### config.mk
export PLATFORM = sky130hd
export DESIGN_NAME = prog_moore_fsm
export DESIGN_NICKNAME = d
export VERILOG_FILES = /design/src/rtl/prog_moore_fsm.sv
export SDC_FILE = /design/constraint.sdc
export NUM_CORES = 1
export LEC_CHECK = 0
export CORE_MARGIN = 2
export CORE_UTILIZATION = 61
export CTS_CLUSTER_DIAMETER = 150
export DETAILED_ROUTE_END_ITERATION = 8
export PLACE_DENSITY = 0.82
export SETUP_SLACK_MARGIN = 0.3
export SYNTH_ARGS = -nofsm -noshare
export SYNTH_HDL_FRONTEND = slang
export SYNTH_SLANG_ARGS = --single-unit
export TNS_END_PERCENT = 100
### constraint.sdc
create_clock -name clk -period 6.45 [get_ports clk]
set_clock_uncertainty 0.2 [all_clocks]
set_input_delay 1.29 -clock clk [delete_from_list [all_inputs] [get_ports clk]]
set_output_delay 1.29 -clock clk [all_outputs]
set_load 0.01 [all_outputs]
### src/rtl/prog_moore_fsm.sv
// Runtime-programmable Moore FSM: next-state and output tables loaded via a config port.
// Optional visited-state map enabled by defining FSM_VISIT_MAP_EN.
module prog_moore_fsm #(
    parameter int unsigned STATE_W     = 3,
    parameter int unsigned IN_W        = 2,
    parameter int unsigned OUT_W       = 4,
    parameter int unsigned CNT_W       = 16,
    parameter int unsigned RESET_STATE = 0
) (
    input  logic                                              clk,
    input  logic                                              reset,
    input  logic                                              run_en,
    input  logic                                              restart,
    input  logic [IN_W-1:0]                                   in,
    input  logic                                              cfg_we,
    input  logic                                              cfg_sel,
    input  logic [STATE_W-1:0]                                cfg_state,
    input  logic [IN_W-1:0]                                   cfg_in,
    input  logic [((STATE_W > OUT_W) ? STATE_W : OUT_W)-1:0]  cfg_data,
    input  logic [STATE_W-1:0]                                rd_state,
    input  logic [IN_W-1:0]                                   rd_in,
    output logic [STATE_W-1:0]                                rd_next,
    output logic [OUT_W-1:0]                                  rd_out,
    output logic [STATE_W-1:0]                                state,
    output logic [OUT_W-1:0]                                  out,
`ifdef FSM_VISIT_MAP_EN
    input  logic                                              clr_visit,
    output logic [(2**STATE_W)-1:0]                           visited,
`endif
    output logic [CNT_W-1:0]                                  trans_cnt
);

    localparam int unsigned NUM_STATES = 2 ** STATE_W;
    localparam int unsigned NUM_IN     = 2 ** IN_W;
    localparam logic [STATE_W-1:0] RESET_ST = STATE_W'(RESET_STATE);

    logic [STATE_W-1:0] next_tbl [NUM_STATES][NUM_IN];
    logic [OUT_W-1:0]   out_tbl  [NUM_STATES];

    logic [STATE_W-1:0] state_nxt;
    logic               count_en;

    always_comb begin
        state_nxt = state;
        if (restart) begin
            state_nxt = RESET_ST;
        end else if (run_en) begin
            state_nxt = next_tbl[state][in];
        end
    end

    // Only run-driven state changes count; restart-driven returns are excluded.
    assign count_en = run_en && !restart && (state_nxt != state) && (trans_cnt != '1);

    assign out     = out_tbl[state];
    assign rd_next = next_tbl[rd_state][rd_in];
    assign rd_out  = out_tbl[rd_state];

    always_ff @(posedge clk) begin
        if (reset) begin
            state     <= RESET_ST;
            trans_cnt <= '0;
            for (int unsigned s = 0; s < NUM_STATES; s++) begin
                out_tbl[STATE_W'(s)] <= '0;
                for (int unsigned i = 0; i < NUM_IN; i++) begin
                    next_tbl[STATE_W'(s)][IN_W'(i)] <= STATE_W'(s);
                end
            end
        end else begin
            state <= state_nxt;
            if (count_en) begin
                trans_cnt <= trans_cnt + 1'b1;
            end
            // Table writes land after the lookup above, so a same-edge transition sees the old entry.
            if (cfg_we) begin
                if (cfg_sel) begin
                    out_tbl[cfg_state] <= cfg_data[OUT_W-1:0];
                end else begin
                    next_tbl[cfg_state][cfg_in] <= cfg_data[STATE_W-1:0];
                end
            end
        end
    end

`ifdef FSM_VISIT_MAP_EN
    logic [NUM_STATES-1:0] rst_onehot;
    logic [NUM_STATES-1:0] nxt_onehot;

    assign rst_onehot = {{(NUM_STATES-1){1'b0}}, 1'b1} << RESET_ST;
    assign nxt_onehot = {{(NUM_STATES-1){1'b0}}, 1'b1} << state_nxt;

    always_ff @(posedge clk) begin
        if (reset) begin
            visited <= rst_onehot;
        end else if (clr_visit) begin
            visited <= rst_onehot | ((state_nxt != state) ? nxt_onehot : '0);
        end else begin
            visited <= visited | nxt_onehot;
        end
    end
`endif

endmodule

==> results of run 1 <==
power by group through the flow:
stage	Sequential, µW	Clock, µW	Combinational (µW)
floorplan	1110	0	195
global placement	1140	0	266
detailed placement	1140	0	277
CTS	1120	917	279
global route	1130	956	298
finish	1120	914	282
worst max path at each step:
stage / from / to / slack [ns] / depth (start not counted)
6_report: rd_state[1] / rd_next[1] / 1.14 / 6
5_1_grt: rd_state[0] / rd_next[2] / 1.04 / 5
4_1_cts: rd_state[0] / rd_next[2] / 1.13 / 5
3_5_place_dp: rd_state[0] / rd_next[2] / 1.14 / 5
3_3_place_gp: rd_state[0] / rd_next[1] / 1.21 / 5
2_1_floorplan: rd_state[0] / rd_next[0] / 1.61 / 5
worst max-delay path: stages:
cell and delay [ns]:
clkdlybuf4s50_1 0.46, buf_4 0.40, mux4_2 0.40, mux4_2 0.47
mux2_2 0.28, clkdlybuf4s50_1 0.49
cell usage in the layout (no fill, tap or decap), types with 9 or more instances in the layout:
cell type / instances
nor2b_1: 13
mux2_2: 12
and2_1: 20
nor3_1: 45
a21oi_1: 9
clkdlybuf4s50_1: 49
clkbuf_16: 17
nor2_1: 28
or2_2: 16
edfxtp_1: 128
mux4_2: 64
or3_1: 23
buf_4: 11
nand3_1: 28
a21o_1: 19
nand2_1: 22
mux2i_1: 21
dfxtp_1: 18
and3_1: 32
final cells by class:
cell class / count / area [µm²] / area share
clock inverters: 15 / 118 / 0.0126
multi-input cells: 421 / 3730 / 0.400
inverters: 7 / 26.3 / 0.00282
clock buffers: 17 / 425 / 0.0456
repair buffers: 62 / 583 / 0.0625
flip-flops and latches: 147 / 4230 / 0.453
well taps: 176 / 220 / 0.0236
layer usage:
| metal | track usage | vias to the layer above |
|---|---|---|
| met1 | 0.415 | 2923 |
| met3 | 0.0732 | 71 |
| li1 | - | 2522 |
| met5 | 0 | - |
| met4 | 0.167 | 0 |
| met2 | 0.487 | 443 |
kinds of logic after synthesis:
logic type / count (synthesis)
AND/OR/NAND/NOR: 258
flip-flops: 147
multiplexers: 103
buffers and inverters: 68
AO/OA/AOI/OAI: 57
XOR/XNOR: 2
adder cells (fa/ha/maj): 1
state kept, by name, indices dropped and copies added (netlist names):
name and count:
next_tbl 96, out_tbl 32, trans_cnt 16, state 3
metrics by stage:
step            util  area, µm²  setup WS [ns]  hold WS (ns)  instances
2_1_floorplan      -       8220           1.61         0.317        636
3_3_place_gp   0.666       8790           1.21         0.291        813
3_5_place_dp   0.666       8790           1.14         0.309        813
4_1_cts        0.707       9330           1.13         0.317        845
5_1_grt        0.707       9330           1.04         0.342        845
6_report       0.707       9330           1.14         0.325        845
==> run metrics, run 1 <==
Mapped Area 8220 µm²; post-layout min period 5.31 ns; Final #Nets 679; grt ovf 0; average vias per placed instance 7.05; Net Switching 577 µW; compound-cell area share of the yosys netlist 0.0492; Yosys warning total 0; routability cong. 1.01; top_reg_cell synth edfxtp_1; Max-cap violations 0; critical path capture point type primary output; Clock Sinks 147; Synth cell types 44; vias in the first global route 5775; XOR/XNOR Fraction of Synth Area 0.00213; Fillers 896; register bit count reported by yosys 147; hold endpoint trans_cnt[14]; DIE WIDTH 120 µm; top layer reached by signal wires met4; DP Wirelength 15.0 mm; DR iter-0 viols 772; CTS Buf Count 17; Sequential Power Share 0.485; largest family of logic cells by synthesized area multiplexers; hold bufs inserted after CTS 0; core area 13200 µm²; Final setup viols 0; DR pass1 iterations 6; EDFF count, synth 128; cell internal pwr 1740 µW; met1 wire length 7.84 mm; run status finished, final reports clean; most frequent cell after synthesis edfxtp_1; hold path cells 2; Leak 0.00313 µW; H-tree depth 4; share of layout cells above drive strength 1 0.212; slew of the pin with the lowest slew margin 1.23 ns; global-route wire length before repair 32.7 mm; Routed WL 21.6 mm; Post-Syn Instances 636; # diodes 0; fin crit share 0.823; CTS root buffer clkbuf_16; post-synthesis mux area share 0.226; VDD IR max 0.000232 V; critical path arrival 3.82 ns; HP Class reg2reg; simple-gate portion of the synthesized area 0.174; clock slew at reported path FFs 0.06 ns; setup_tns 0 ns; GRT Total Usage 0.314; leading area contributor after synthesis edfxtp_1; Sw Ratio 0.249; Design Power 2320 µW; min-delay src trans_cnt[14]; DIE AREA 14400 µm²; syn_nets 659; R2R Path Start state[0]; Die Y 120 µm; Rel. slew slack 0.178; Gates resized, CTS repair 0; Crit path required time 4.96 ns; kind of critical path in2out; Worst Path Max Fanout 32; Fin. Hold Viols 0; Post-synth ARST share 0; unrepaired setup endpoints after global routing false; crit path launch type input port; combinational fraction of design power 0.121; fmax 188 MHz; synth top area cells edfxtp_1 47%, mux4_2 18%, dfxtp_1 4.6%; Reg2Reg Capture Point trans_cnt[0]; CTS tree built; setup slack, reg-to-reg 2.29 ns; I/O pin count 52; CTS max path bufs 2; adder and majority gate portion of the synthesized area 0.00152; share of the synthesized area in the top cell type 0.468; post-CTS setup buffers 0; Port Buffers 51; DRC 0; largest net degree at the start of global routing 38; Slew Viols, Final 0; Seq/Total Area, Yosys 0.514; WL/cell 25.6 µm; met2 WL 10.5 mm; initial antenna violation count 0; Starting Density 0.623; P per Cell Area 249 nW/µm²; Post-synth top cells 128 x edfxtp_1, 64 x mux4_2, 49 x clkbuf_1; synth-to-layout area growth 13.6%; DRT antenna net count 0; routed vias 5959; clock latency on the worst-skew pair 0.42 ns; mean area per synthesized cell 12.9 µm²; clock share of power 0.394; Routed met3 length 2.30 mm; Cell Rows 42; reg2reg path depth 8
Power figures use the tool's default switching activity.
==> inputs of run 2 (changes only) <==
--- a/config.mk
+++ b/config.mk
@@ -6,10 +6,10 @@
 export NUM_CORES = 1
 export LEC_CHECK = 0
 export CORE_MARGIN = 2
-export CORE_UTILIZATION = 61
+export CORE_UTILIZATION = 54
 export CTS_CLUSTER_DIAMETER = 150
 export DETAILED_ROUTE_END_ITERATION = 8
-export PLACE_DENSITY = 0.82
+export PLACE_DENSITY = 0.77
 export SETUP_SLACK_MARGIN = 0.3
 export SYNTH_ARGS = -nofsm -noshare
 export SYNTH_HDL_FRONTEND = slang
==> constraint.sdc (replaced) <==
create_clock -name clk -period 4.37 [get_ports clk]
set_clock_uncertainty 0.2 [all_clocks]
set_input_delay 0.874 -clock clk [delete_from_list [all_inputs] [get_ports clk]]
set_output_delay 0.874 -clock clk [all_outputs]
set_load 0.01 [all_outputs]
==> run 2 against run 1 <==
  * Non-clock buffer count grew 17
  * Critical path type unchanged
  * Final cell count grew 3.4%
  * Utilization shrank 7.0 points
  * Sequential share of layout area shrank 1.2 points
  * Via count grew 0.60%
  * Register-to-register slack lost 1.5 ns
  * Highest routed layer unchanged
  * Clock power grew 55%
==> run metrics, run 2 (same netlist as run 1, synthesis figures left out) <==
run status finished, final reports clean (unchanged); # diodes 0 (unchanged); largest net degree at the start of global routing 44 (was 38); DRC 0 (unchanged); HP Class reg2reg (unchanged); CTS tree built (unchanged); CTS max path bufs 2 (unchanged); Routed WL 22.2 mm (was 21.6 mm); fmax 247 MHz; DR iter-0 viols 914 (was 772); clock slew at reported path FFs 0.06 ns (about the same); DP Wirelength 15.3 mm (was 15.0 mm); area occupied by multi-input gates 3730 µm² (unchanged); Slew Viols, Final 0 (unchanged); routability cong. 0.962 (was 1.01); max reg flops 96 (unchanged); setup_tns 0 ns (unchanged); GRT Total Usage 0.286 (was 0.314); Crit path required time 3.30 ns (was 4.96 ns); area of placed instances 8950 µm² (was 8790 µm²); Leak 0.00326 µW (was 0.00313 µW); WP buf/inv 3 (unchanged); P per Cell Area 367 nW/µm² (was 249 nW/µm²); DRT antenna net count 0 (unchanged); Cell Rows 45 (was 42); hold bufs inserted after CTS 0 (unchanged); DIE WIDTH 127 µm (was 120 µm); DR pass1 iterations 6 (unchanged); CP max-delay cell clkdlybuf4s50_1 (unchanged); CTS root buffer clkbuf_16 (unchanged); Fin. Hold Viols 0 (unchanged); slew of the pin with the lowest slew margin 0.925 ns (was 1.23 ns); I/O pin count 52 (unchanged); kind of critical path in2out (unchanged); largest register by flop count next_tbl (unchanged); final std cells w/o fill 874 (was 845); global-route wire length before repair 34.1 mm (was 32.7 mm); Clock Sinks 147 (unchanged); Rel. slew slack 0.382 (was 0.178); clock latency on the worst-skew pair 0.43 ns (was 0.42 ns); Worst Path Max Fanout 16 (was 32); post-layout min period 4.04 ns; routed vias 5995 (was 5959); critical path capture point type primary output (unchanged); Crit path max-delay family multiplexers (was buffers and inverters); Starting Density 0.547 (was 0.623); VDD IR max 0.000281 V (was 0.000232 V); CP most frequent cell mux4_2; average vias per placed instance 6.86 (was 7.05); share of layout cells above drive strength 1 0.229 (was 0.212); FF+latch area 4230 µm² (unchanged); Port Buffers 51 (unchanged); DIE AREA 16200 µm² (was 14400 µm²); commonest non-fill, non-tap cell in the layout edfxtp_1 (unchanged); crit path launch type input port (unchanged); Final #Nets 696 (was 679); critical path arrival 2.97 ns (was 3.82 ns); largest registers next_tbl: 96 flops, out_tbl: 32 flops, trans_cnt: 16 flops (unchanged); fin crit share 0.925; unrepaired setup endpoints after global routing true (was false); placed cell count 840 (was 813); CTS Buf Count 17 (unchanged); Critical Path Max Stage Delay 0.49 ns (about the same); Die Y 127 µm (was 120 µm); core area 15000 µm² (was 13200 µm²); grt ovf 0 (unchanged); WL/cell 25.4 µm (was 25.6 µm); Max-cap violations 0 (unchanged); H-tree depth 4 (unchanged); Final setup viols 0 (unchanged); vias in the first global route 5866 (was 5775); cell chain of the critical path clkdlybuf4s15_2, bufbuf_16, mux4_2, mux4_2, mux2_2, clkdlybuf4s50_1 (was clkdlybuf4s50_1, buf_4, mux4_2, mux4_2, mux2_2, clkdlybuf4s50_1); final core occ 0.638 (was 0.707); Design Power 3520 µW (was 2320 µW); commonest non-fill, non-tap cells in the layout 128 x edfxtp_1, 64 x mux4_2, 47 x clkdlybuf4s50_1 (was 128 x edfxtp_1, 64 x mux4_2, 49 x clkdlybuf4s50_1); synth-to-layout area growth 16.7% (was 13.6%); Fillers 1070 (was 896); Finished Cell Area 9590 µm² (was 9330 µm²); post-CTS setup buffers 0 (unchanged); initial antenna violation count 0 (unchanged)
==> run 2: cell types whose count changed in the layout (fill, tap and decap cells not counted), moves of 2 or more <==
cell	before	now
buf_4	11	23
clkinv_1	2	5
buf_12	0	3
clkdlybuf4s50_1	49	47
clkinv_2	7	2
==> run 2: layout make-up <==
class,instances,area share
tap,188,0.0245
sequential,147,0.441
clock buffer,17,0.0444
multi-input combinational,421,0.389
timing repair buffer,79,0.0835
inverter,7,0.00274
clock inverter,15,0.0147
==> run 2: through the flow <==
step                      worst slack [ns]  hold slack (ns)
after floorplan                      0.358            0.317
final                                0.326            0.311
after global placement               0.111            0.290
after global routing                 0.273            0.360
after detailed placement             0.103            0.306
after CTS                            0.277            0.313
==> run 2: repair_timing <==
action | 4_1_cts | 5_1_grt
gates resized for setup | 4 | 2
cloned | 1 | 1
setup endpoints to repair | 3 | 3
==> run 2: path summary, 6_finish.rpt <==
check	from	endpoint	slack [ns]	cells after the start
max	rd_state[1]	rd_next[2]	0.33	6
min	trans_cnt[14]	trans_cnt[14]	0.31	2
max reg2reg	state[0]	trans_cnt[0]	0.80	7
min reg2reg	trans_cnt[14]	trans_cnt[14]	0.31	2
==> run 2: power by group <==
| group | total, µW | leakage, µW | internal (µW) | switching, µW |
|---|---|---|---|---|
| sequential | 1660 | 0.00140 | 1590 | 67.0 |
| clock | 1420 | 0.000265 | 831 | 587 |
| combinational | 437 | 0.00160 | 221 | 216 |
==> run 2: worst register-to-register path, cell delays in order, from the launching register on <==
cell and delay [ns]:
dfxtp_2 0.68, mux4_2 0.60, mux4_2 0.49, mux2i_1 0.34
xnor2_1 0.20, nor3_4 0.46, nor2_1 0.16, mux2_1 0.33
==> run 2: routing by layer <==
| layer | vias to the layer above | global-route usage | wire length, µm |
|---|---|---|---|
| li1 | 2566 | - | - |
| met1 | 2962 | 0.384 | 8280 |
| met2 | 418 | 0.452 | 10600 |
| met3 | 49 | 0.0829 | 2730 |
| met4 | 0 | 0.0963 | 557 |
| met5 | - | 0 | 0 |
==> inputs of run 3 (changes only) <==
--- a/config.mk
+++ b/config.mk
@@ -5,11 +5,13 @@
 export SDC_FILE = /design/constraint.sdc
 export NUM_CORES = 1
 export LEC_CHECK = 0
+export CELL_PAD_IN_SITES_DETAIL_PLACEMENT = 1
+export CELL_PAD_IN_SITES_GLOBAL_PLACEMENT = 1
 export CORE_MARGIN = 2
-export CORE_UTILIZATION = 54
+export CORE_UTILIZATION = 53
 export CTS_CLUSTER_DIAMETER = 150
 export DETAILED_ROUTE_END_ITERATION = 8
-export PLACE_DENSITY = 0.77
+export PLACE_DENSITY_LB_ADDON = 0.1
 export SETUP_SLACK_MARGIN = 0.3
 export SYNTH_ARGS = -nofsm -noshare
 export SYNTH_HDL_FRONTEND = slang
==> constraint.sdc (replaced) <==
create_clock -name clk -period 5 [get_ports clk]
set_clock_uncertainty 0.2 [all_clocks]
set_input_delay 1 -clock clk [delete_from_list [all_inputs] [get_ports clk]]
set_output_delay 1 -clock clk [all_outputs]
set_load 0.01 [all_outputs]
==> run 3 against run 2 <==
  * Critical path depth unchanged
  * Utilization down 1.0 points
  * Combinational power is 12% lower
  * Routed wire length rose by 14%
  * Worst hold slack gained 0.0078 ns
  * Sequential share of layout area is 0.23 points higher
  * Sequential power decreased by 13%
  * Clock-buffer cell count is the same
  * Final cell count down 1.4%
  * Design area down 0.52%
  * Critical endpoint is now rd_next[0]
==> run metrics, run 3 (same netlist as run 1, synthesis figures left out) <==
run status finished, final reports clean (unchanged); clock latency on the worst-skew pair 0.43 ns (about the same); WL/cell 29.4 µm (was 25.4 µm); Crit path max-delay family buffers and inverters (was multiplexers); P per Cell Area 345 nW/µm² (was 367 nW/µm²); critical path capture point type primary output (unchanged); Cell Rows 45 (unchanged); Routed WL 25.4 mm (was 22.2 mm); Critical Path Max Stage Delay 0.53 ns (was 0.49 ns); routed vias 6063 (was 5995); GRT Total Usage 0.322 (was 0.286); Reg2Reg Capture Point trans_cnt[0] (unchanged); Fin. Hold Viols 0 (unchanged); Worst setup endpoint rd_next[0] (was rd_next[2]); setup slack, reg-to-reg 1.05 ns (was 0.80 ns); commonest non-fill, non-tap cells in the layout 128 x edfxtp_1, 64 x mux4_2, 49 x clkdlybuf4s50_1 (was 128 x edfxtp_1, 64 x mux4_2, 47 x clkdlybuf4s50_1); Port Buffers 51 (unchanged); R2R Path Start state[0] (unchanged); Slew Viols, Final 0 (unchanged); kind of critical path in2out (unchanged); grt ovf 0 (unchanged); I/O pin count 52 (unchanged); Clock Sinks 147 (unchanged); CP max-delay cell mux4_2 (was clkdlybuf4s50_1); Die Y 129 µm (was 127 µm); reg2reg path depth 7 (unchanged); fmax 217 MHz; DRC 0 (unchanged); slew of the pin with the lowest slew margin 1.10 ns (was 0.925 ns); area of placed instances 8870 µm² (was 8950 µm²); CTS tree built (unchanged); post-layout min period 4.62 ns; Crit path required time 3.80 ns (was 3.30 ns); Gates resized, CTS repair 0 (was 4); # diodes 0 (unchanged); cell chain of the critical path clkdlybuf4s50_1, buf_6, mux4_2, mux4_2, mux2_2, clkdlybuf4s50_1 (was clkdlybuf4s15_2, bufbuf_16, mux4_2, mux4_2, mux2_2, clkdlybuf4s50_1); largest registers next_tbl: 96 flops, out_tbl: 32 flops, trans_cnt: 16 flops (unchanged); clock slew at reported path FFs 0.06 ns (about the same); CTS Buf Count 17 (unchanged); hold bufs inserted after CTS 0 (unchanged); vias in the first global route 6278 (was 5866); fin crit share 0.923; DR pass1 iterations 5 (was 6); WP buf/inv 3 (unchanged); initial antenna violation count 0 (unchanged); max reg flops 96 (unchanged); critical path arrival 3.42 ns (was 2.97 ns); CTS max path bufs 2 (unchanged); DIE WIDTH 129 µm (was 127 µm); post-CTS setup buffers 0 (unchanged); crit path launch type input port (unchanged); Final setup viols 0 (unchanged); Worst Path Max Fanout 25 (was 16); unrepaired setup endpoints after global routing false (was true); H-tree depth 4 (unchanged); DP Wirelength 17.1 mm (was 15.3 mm); Starting Density 0.541 (was 0.547); HP Class reg2reg (unchanged); commonest non-fill, non-tap cell in the layout edfxtp_1 (unchanged); core area 15200 µm² (was 15000 µm²); synth-to-layout area growth 16.1% (was 16.7%); DR iter-0 viols 652 (was 914); Rel. slew slack 0.265 (was 0.382); share of layout cells above drive strength 1 0.221 (was 0.229); VDD IR max 0.000238 V (was 0.000281 V); CTS root buffer clkbuf_16 (unchanged); Final #Nets 686 (was 696); DRT antenna net count 0 (unchanged); largest net degree at the start of global routing 70 (was 44); WP depth 6 (unchanged); largest register by flop count next_tbl (unchanged); setup_tns 0 ns (unchanged); Leak 0.00321 µW (was 0.00326 µW); Finished Cell Area 9540 µm² (was 9590 µm²); Max-cap violations 0 (unchanged); average vias per placed instance 7.03 (was 6.86); DIE AREA 16500 µm² (was 16200 µm²); global-route wire length before repair 38.3 mm (was 34.1 mm); critical path launch point rd_state[1] (unchanged); routability cong. 0.893 (was 0.962)
[run 3: cell types whose count changed in the layout (fill, tap and decap cells not counted), moves of 2 or more]
cell / delta
buf_12: -2
buf_4: -7
bufinv_16: +4
clkdlybuf4s50_1: +2
clkinv_1: -4
clkinv_2: -2
[run 3: metrics by stage]
step | setup WS [ns] | power [µW] | hold WS (ns) | utilization | std cells
final | 0.383 | 3290 | 0.319 | 0.627 | 862
after global routing | 0.349 | 3360 | 0.367 | 0.627 | 862
after CTS | 0.330 | 3280 | 0.323 | 0.627 | 862
after detailed placement | 0.349 | 1850 | 0.307 | 0.584 | 832
after global placement | 0.423 | 1830 | 0.296 | 0.584 | 832
after floorplan | 0.736 | 1690 | 0.317 | - | 636
[run 3: final cells by class]
type                       instances  area (µm²)
clock buffer                      17         425
clock inverter                    13         235
fill                            1501        5660
inverter                           7        26.3
multi-input combinational        421        3740
sequential                       147        4230
tap                              188         235
timing repair buffer              69         652
[run 3: power breakdown]
group | total (µW) | internal, µW | switching (µW)
sequential | 1450 | 1390 | 59.7
combinational | 385 | 183 | 202
clock | 1450 | 931 | 524
total | 3290 | 2510 | 785
[run 3: how the worst min path moves through the flow]
stage,startpoint,to,slack (ns),cells past startpoint
final,trans_cnt[8],trans_cnt[8],0.32,2
after global routing,trans_cnt[14],trans_cnt[14],0.37,2
after CTS,trans_cnt[14],trans_cnt[14],0.32,2
after detailed placement,trans_cnt[8],trans_cnt[8],0.31,2
after global placement,trans_cnt[8],trans_cnt[8],0.30,2
after floorplan,trans_cnt[8],trans_cnt[8],0.32,2
[run 3: tightest hold or removal path, stage by stage (launching register included)]
cell	delay [ns]
dfxtp_1	0.34
o31ai_1	0.07
a21oi_1	0.06
[run 3: metal layers]
layer,wire length (µm),vias up,track usage
li1,-,2539,-
met1,9520,3131,0.409
met2,12900,333,0.547
met3,2150,60,0.0690
met4,788,0,0.125
met5,0,-,0
